--- config.mk ---
export PLATFORM = sky130hd
export DESIGN_NAME = mux_gate_sweeper
export DESIGN_NICKNAME = d
export VERILOG_FILES = /design/src/rtl/mux_gate_pkg.sv /design/src/rtl/mux_gate_map.sv /design/src/rtl/mux_gate_sweeper.sv
export SDC_FILE = /design/constraint.sdc
export NUM_CORES = 1
export LEC_CHECK = 0
export CAP_MARGIN = 5
export CELL_PAD_IN_SITES_DETAIL_PLACEMENT = 0
export CELL_PAD_IN_SITES_GLOBAL_PLACEMENT = 1
export CORE_UTILIZATION = 30
export DETAILED_ROUTE_END_ITERATION = 10
export GPL_TIMING_DRIVEN = 0
export PLACE_DENSITY_LB_ADDON = 0.1
export SETUP_SLACK_MARGIN = 0.3
export SYNTH_ARGS = -nofsm -noshare
export SYNTH_HDL_FRONTEND = slang
export SYNTH_SLANG_ARGS = --single-unit
export TNS_END_PERCENT = 100
--- constraint.sdc ---
create_clock -name clk -period 3.7 [get_ports clk]
set_input_delay 0.37 -clock clk [delete_from_list [all_inputs] [get_ports clk]]
set_output_delay 0.37 -clock clk [all_outputs]
set_load 0.02 [all_outputs]
--- src/rtl/mux_gate_pkg.sv ---
`default_nettype none
// ============================================================================
// Module  : mux_gate_pkg
// Purpose : Shared opcodes, golden truth tables and FSM states for the sweeper.
// Rev     : 1.0
// ============================================================================
package mux_gate_pkg;

    localparam logic [2:0] OP_AND  = 3'd0;
    localparam logic [2:0] OP_OR   = 3'd1;
    localparam logic [2:0] OP_NOR  = 3'd2;
    localparam logic [2:0] OP_NAND = 3'd3;
    localparam logic [2:0] OP_XOR  = 3'd4;
    localparam logic [2:0] OP_XNOR = 3'd5;

    // Bit j holds the gate output for {a,b} = j.
    localparam logic [3:0] GOLD_AND  = 4'b1000;
    localparam logic [3:0] GOLD_OR   = 4'b1110;
    localparam logic [3:0] GOLD_NOR  = 4'b0001;
    localparam logic [3:0] GOLD_NAND = 4'b0111;
    localparam logic [3:0] GOLD_XOR  = 4'b0110;
    localparam logic [3:0] GOLD_XNOR = 4'b1001;

    typedef enum logic [1:0] {
        ST_IDLE = 2'd0,
        ST_RUN  = 2'd1,
        ST_DONE = 2'd2
    } state_t;

endpackage
`default_nettype wire

--- src/rtl/mux_gate_map.sv ---
`default_nettype none
// ============================================================================
// Module  : mux_gate_map
// Purpose : Per-gate mux data-input mapping and golden table lookup.
// Rev     : 1.0
// ============================================================================
module mux_gate_map
    import mux_gate_pkg::*;
(
    input  logic [2:0] i_op,
    input  logic       i_a,
    output logic [1:0] o_i,
    output logic [3:0] o_expected,
    output logic       o_illegal
);

    // o_i is {i[1], i[0]}; the mux select carries b, so i[0] is the b=0 leg.
    always_comb begin
        o_i        = 2'b00;
        o_expected = 4'b0000;
        o_illegal  = 1'b0;
        case (i_op)
            OP_AND: begin
                o_i        = {i_a, 1'b0};
                o_expected = GOLD_AND;
            end
            OP_OR: begin
                o_i        = {1'b1, i_a};
                o_expected = GOLD_OR;
            end
            OP_NOR: begin
                o_i        = {1'b0, ~i_a};
                o_expected = GOLD_NOR;
            end
            OP_NAND: begin
                o_i        = {~i_a, 1'b1};
                o_expected = GOLD_NAND;
            end
            OP_XOR: begin
                o_i        = {~i_a, i_a};
                o_expected = GOLD_XOR;
            end
            OP_XNOR: begin
                o_i        = {i_a, ~i_a};
                o_expected = GOLD_XNOR;
            end
            default: begin
                o_illegal  = 1'b1;
            end
        endcase
    end

endmodule
`default_nettype wire

--- src/rtl/mux_gate_sweeper.sv ---
`default_nettype none
// ============================================================================
// Module  : mux_gate_sweeper
// Purpose : Sweeps all {a,b} pairs through an m2x1 gate and checks its table.
// Rev     : 1.0
// ============================================================================
module mux_gate_sweeper
    import mux_gate_pkg::*;
#(
    parameter int HOLD = 1
) (
    input  logic       clk,
    input  logic       rst_n,
    input  logic       start,
    input  logic [2:0] op,
    output logic       mux_en,
    output logic       mux_s,
    output logic [1:0] mux_i,
    input  logic       mux_y,
    output logic       busy,
    output logic       done,
    output logic [3:0] truth,
    output logic       pass,
    output logic       err_op
);

    localparam logic [3:0] C_RELOAD = 4'(HOLD - 1);

    state_t     r_state;
    logic [2:0] r_op;
    logic [1:0] r_j;
    logic [3:0] r_cnt;
    logic       r_mux_en;
    logic       r_mux_s;
    logic [1:0] r_mux_i;
    logic       r_busy;
    logic       r_done;
    logic [3:0] r_truth;
    logic       r_pass;
    logic       r_err_op;

    state_t     w_state_nxt;
    logic [2:0] w_op_nxt;
    logic [1:0] w_j_nxt;
    logic [3:0] w_cnt_nxt;
    logic       w_mux_en_nxt;
    logic       w_mux_s_nxt;
    logic [1:0] w_mux_i_nxt;
    logic       w_busy_nxt;
    logic       w_done_nxt;
    logic [3:0] w_truth_nxt;
    logic       w_pass_nxt;
    logic       w_err_op_nxt;

    logic [1:0] w_j_inc;
    logic [2:0] w_map_op;
    logic       w_map_a;
    logic [1:0] w_map_i;
    logic [3:0] w_map_expected;
    logic       w_map_illegal;
    logic [3:0] w_sampled;

    // In IDLE the map looks at the incoming op for pair 0; in RUN at the
    // latched op for the pair about to be loaded.
    assign w_j_inc  = r_j + 2'd1;
    assign w_map_op = (r_state == ST_IDLE) ? op : r_op;
    assign w_map_a  = (r_state == ST_IDLE) ? 1'b0 : w_j_inc[1];

    mux_gate_map u_map (
        .i_op       (w_map_op),
        .i_a        (w_map_a),
        .o_i        (w_map_i),
        .o_expected (w_map_expected),
        .o_illegal  (w_map_illegal)
    );

    always_comb begin
        w_sampled      = r_truth;
        w_sampled[r_j] = mux_y;
    end

    always_comb begin
        w_state_nxt  = r_state;
        w_op_nxt     = r_op;
        w_j_nxt      = r_j;
        w_cnt_nxt    = r_cnt;
        w_mux_en_nxt = r_mux_en;
        w_mux_s_nxt  = r_mux_s;
        w_mux_i_nxt  = r_mux_i;
        w_busy_nxt   = r_busy;
        w_done_nxt   = 1'b0;
        w_truth_nxt  = r_truth;
        w_pass_nxt   = r_pass;
        w_err_op_nxt = r_err_op;
        case (r_state)
            ST_IDLE: begin
                if (start) begin
                    w_op_nxt    = op;
                    w_truth_nxt = 4'b0000;
                    w_pass_nxt  = 1'b0;
                    w_j_nxt     = 2'd0;
                    if (w_map_illegal) begin
                        w_err_op_nxt = 1'b1;
                        w_done_nxt   = 1'b1;
                        w_state_nxt  = ST_DONE;
                    end else begin
                        w_err_op_nxt = 1'b0;
                        w_busy_nxt   = 1'b1;
                        w_mux_en_nxt = 1'b1;
                        w_mux_s_nxt  = 1'b0;
                        w_mux_i_nxt  = w_map_i;
                        w_cnt_nxt    = C_RELOAD;
                        w_state_nxt  = ST_RUN;
                    end
                end
            end
            ST_RUN: begin
                if (r_cnt != 4'd0) begin
                    w_cnt_nxt = r_cnt - 4'd1;
                end else begin
                    w_truth_nxt = w_sampled;
                    if (r_j != 2'd3) begin
                        w_j_nxt     = w_j_inc;
                        w_mux_s_nxt = w_j_inc[0];
                        w_mux_i_nxt = w_map_i;
                        w_cnt_nxt   = C_RELOAD;
                    end else begin
                        w_mux_en_nxt = 1'b0;
                        w_mux_s_nxt  = 1'b0;
                        w_mux_i_nxt  = 2'b00;
                        w_busy_nxt   = 1'b0;
                        w_pass_nxt   = (w_sampled == w_map_expected);
                        w_done_nxt   = 1'b1;
                        w_state_nxt  = ST_DONE;
                    end
                end
            end
            ST_DONE: begin
                w_state_nxt = ST_IDLE;
            end
            default: begin
                w_state_nxt = ST_IDLE;
            end
        endcase
    end

    always_ff @(posedge clk or negedge rst_n) begin
        if (!rst_n) begin
            r_state  <= ST_IDLE;
            r_op     <= 3'd0;
            r_j      <= 2'd0;
            r_cnt    <= 4'd0;
            r_mux_en <= 1'b0;
            r_mux_s  <= 1'b0;
            r_mux_i  <= 2'b00;
            r_busy   <= 1'b0;
            r_done   <= 1'b0;
            r_truth  <= 4'b0000;
            r_pass   <= 1'b0;
            r_err_op <= 1'b0;
        end else begin
            r_state  <= w_state_nxt;
            r_op     <= w_op_nxt;
            r_j      <= w_j_nxt;
            r_cnt    <= w_cnt_nxt;
            r_mux_en <= w_mux_en_nxt;
            r_mux_s  <= w_mux_s_nxt;
            r_mux_i  <= w_mux_i_nxt;
            r_busy   <= w_busy_nxt;
            r_done   <= w_done_nxt;
            r_truth  <= w_truth_nxt;
            r_pass   <= w_pass_nxt;
            r_err_op <= w_err_op_nxt;
        end
    end

    assign mux_en = r_mux_en;
    assign mux_s  = r_mux_s;
    assign mux_i  = r_mux_i;
    assign busy   = r_busy;
    assign done   = r_done;
    assign truth  = r_truth;
    assign pass   = r_pass;
    assign err_op = r_err_op;

endmodule
`default_nettype wire
==> metrics.md <==
| Metric | Value |
|---|---|
| Pre-CTS WS | around 1600 ps |
| Number of global-route vias before repair | around 1100 |
| Pwr Total | ~1.4 mW |
| FMAX | around 0.53 GHz |
| Ports | 19 |
| H-Tree Level Count | 1 |
| Initial antenna violation count | 0 |
| Outcome | complete, no violations |
| CP Max Fanout | 8 |
| Area grow syn2layout | 23.4% |
| Clock tree from TritonCTS | built |
| Hold/Removal Path Class | reg2reg |
| Synth Area per Inst | 9.87 µm² |
| Synth Cell Area | between 1000 and 1500 µm² |
| Die H | 67.2 µm |
| Max_cap viols | 0 |
| Post-synth EDFFs | 0 |
| Post-CTS setup buffer count | 0 |
| Max Root-Sink Buffers | 2 |
| Sequential cell area | ~550 µm² |
| IO buf count | 18 |
| Fillcell total | between 400 and 500 |
| CTS sink cnt | 22 |
| Post-cts hold buffer count | 0 |
| Via density | between 4 and 5 |
| Largest area contributor in the netlist | dfrtp_1 |
| Crit end category | flop |
| Final Cycle Share | between 50% and 60% |
| Share of the synthesized area in the top cell type | between 40% and 50% |
| Data required time of the worst path | about 3900 ps |
| GPL Wtd Cong | around 0.73 |
| Antenna cells | 0 |
| Final Setup Violations | 0 |
| Core footprint | approximately 4000 µm² |
| First-pass GRT wire length | between 5000 and 6000 µm |
| Synth top area cells | dfrtp_1, ha_1, nand2_1 |
| PwrDens | ~870 nW/µm² |
| Drt first pass iters | 4 |
| Slew headroom | roughly 33% |
| CP startpoint kind | flop |
| Full die area | about 4500 µm² |
| Dpl hpwl | 2170 µm |
| Fin crit period | about 1900 ps |
| Die width | 67.2 µm |
| Clock network fraction of total power | 12.7% |
| Via count | about 1000 |
| Combinational Power Share | between 50% and 60% |
| Asr flop ratio synth | 100% |
| Pint | 0.799 mW |
| Largest net degree at the start of global routing | 23 |
| Synth Flop Type | dfrtp_1 |
| Row cnt | 23 |
| VDD IR-drop max | roughly 400 µV |
| Setup slack after layout | 1820 ps |
| Remaining global-route overflow | 0 |
| Worst EP arrival | between 2000 and 2500 ps |
| Post_cts resized | 0 |
| Post-synth top cells | dfrtp_1, nand2_1, o21ai_0, inv_1 |
| Synth unique cells | between 40 and 50 |
| Placed instance area | around 1500 µm² |
| Post-Syn Nets | between 100 and 150 |
| WS Path Type | reg2reg |
| Root Buffer | clkbuf_8 |
| Worst-Skew Late Latency | roughly 260 ps |
| Leak | 0.710 nW |
| Most frequent cell after synthesis | dfrtp_1 |
| Skew final | 4.82 ps |
| Ratio of cells with drive above 1 in the final layout | a little under an eighth |
| Antenna-violating nets left | 0 |
| Psw | around 0.58 mW |
| Sw frac | a little over two fifths |
| Remaining DRCs | 0 |
| Post-detailed-route wirelength per cell | 14.0 µm |
| Fin area | around 1600 µm² |
| Starting Density | about a third |
| Multi-input logic area | 667 µm² |
| Yosys warnings | 0 |
| Total Routed Length | roughly 2800 µm |
| #FFs+latches synth | 22 |
| Final #Nets | around 170 |
| Cells after DPL | roughly 200 |
| Final hold vios | 0 |
| Final Slew Violations | 0 |
| Clock transition at path regs | approximately 80 ps |
| TNS Setup | 0 ps |
| Total clock buffers created by CTS | 3 |
| Sequential power share | 31.0% |
| Final cell count without fillers | between 200 and 250 |
| Synth Instances | between 100 and 150 |
| Worst-Margin Slew | 1010 ps |
| DRT iter0 DRCs | 36 |
| RSZ-0062 raised after global routing | no |
| Total Routing Usage GR | between 10% and 20% |
| Sequential fraction of the synthesis area | a little over two fifths |
==> worst paths after layout <==
check                      startpoint         end  slack, ps  depth (start not counted)
max reg2reg                  r_cnt[0]        pass       1820                          8
min reg2reg                    err_op      err_op        490                          2
min in group asynchronous       rst_n     r_op[1]        650                          1
max                          r_cnt[0]        pass       1820                          8
max in group asynchronous       rst_n  r_state[1]       2430                          1
min                            err_op      err_op        490                          2
==> metrics by stage <==
stage / hold WS, ps / util (%)
floorplan: 74.4 / -
global placement: 462 / 37.6
detailed placement: 464 / 37.6
CTS: 487 / 39.0
global route: 520 / 39.0
finish: 486 / 39.0
==> cell usage in the layout (no fill, tap or decap), types with 2 or more instances in the layout <==
cell type        instances
and3_1                   4
inv_1                    8
dfrtp_1                 22
nand2_1                 20
o21ai_0                 12
mux2_2                   2
nand3b_1                 3
clkbuf_8                 4
a21o_1                   2
ha_1                     6
o22ai_1                  2
a32o_1                   2
xor2_1                   3
nor2_1                   6
o31ai_1                  2
mux2i_1                  6
clkdlybuf4s50_1         18
a21oi_1                  3
==> sequential cells by signal, summed over array words and instances (netlist names) <==
register and count:
mux_s 1, r_j 2, done 1, r_cnt 4, err_op 1, r_state 2
pass 1, r_op 3, mux_i 2, truth 4, busy 1
==> cell type report <==
class                   count  share of cell area [%]
multi-input cells          95                    42.4
flip-flops and latches     22                    35.0
repair buffers             18                    11.5
well taps                  50                    3.98
clock buffers               4                    3.50
inverters                   9                    2.15
plain buffers               3                    1.43
==> critical path, stage by stage (launching register included) <==
cell      delay [ps]
dfrtp_1          410
inv_1             90
ha_1             170
nor3b_2          210
mux2i_1          120
or2_1            220
clkbuf_1         200
o21ai_0          250
o41ai_2          100
==> power groups by stage <==
stage / combinational, mW / clock [mW] / sequential, mW
2_1_floorplan: 0.498 / 0 / 0.472
3_3_place_gp: 0.775 / 0 / 0.427
3_5_place_dp: 0.782 / 0 / 0.431
4_1_cts: 0.787 / 0.182 / 0.426
5_1_grt: 0.879 / 0.191 / 0.444
6_report: 0.775 / 0.174 / 0.426
==> per-layer routing <==
layer  GRT usage (%)  routed length (µm)  share of wire (%)  up-vias
li1                -                   -                  -      493
met1            19.5                1350                 48      484
met2            24.8                1300                 46       24
met3            5.24                 147                5.2        2
met4            3.46                  25               0.89        0
met5               0                   0                  0        -
==> kinds of logic (layout without fill, tap and decap cells) <==
group                      Yosys count  in the layout  share of synthesized area [%]
adders and majority gates            6              6                           5.89
buffers and inverters               12             34                           4.42
xor gates and xnor gates             4              4                           2.75
DFF                                 22             22                           43.2
AOI/OAI and AO/OA                   32             32                           18.1
muxes                                8              8                           6.48
and+or+nand+nor                     45             45                           19.2
No activity file was read; power rests on OpenSTA's default activity.
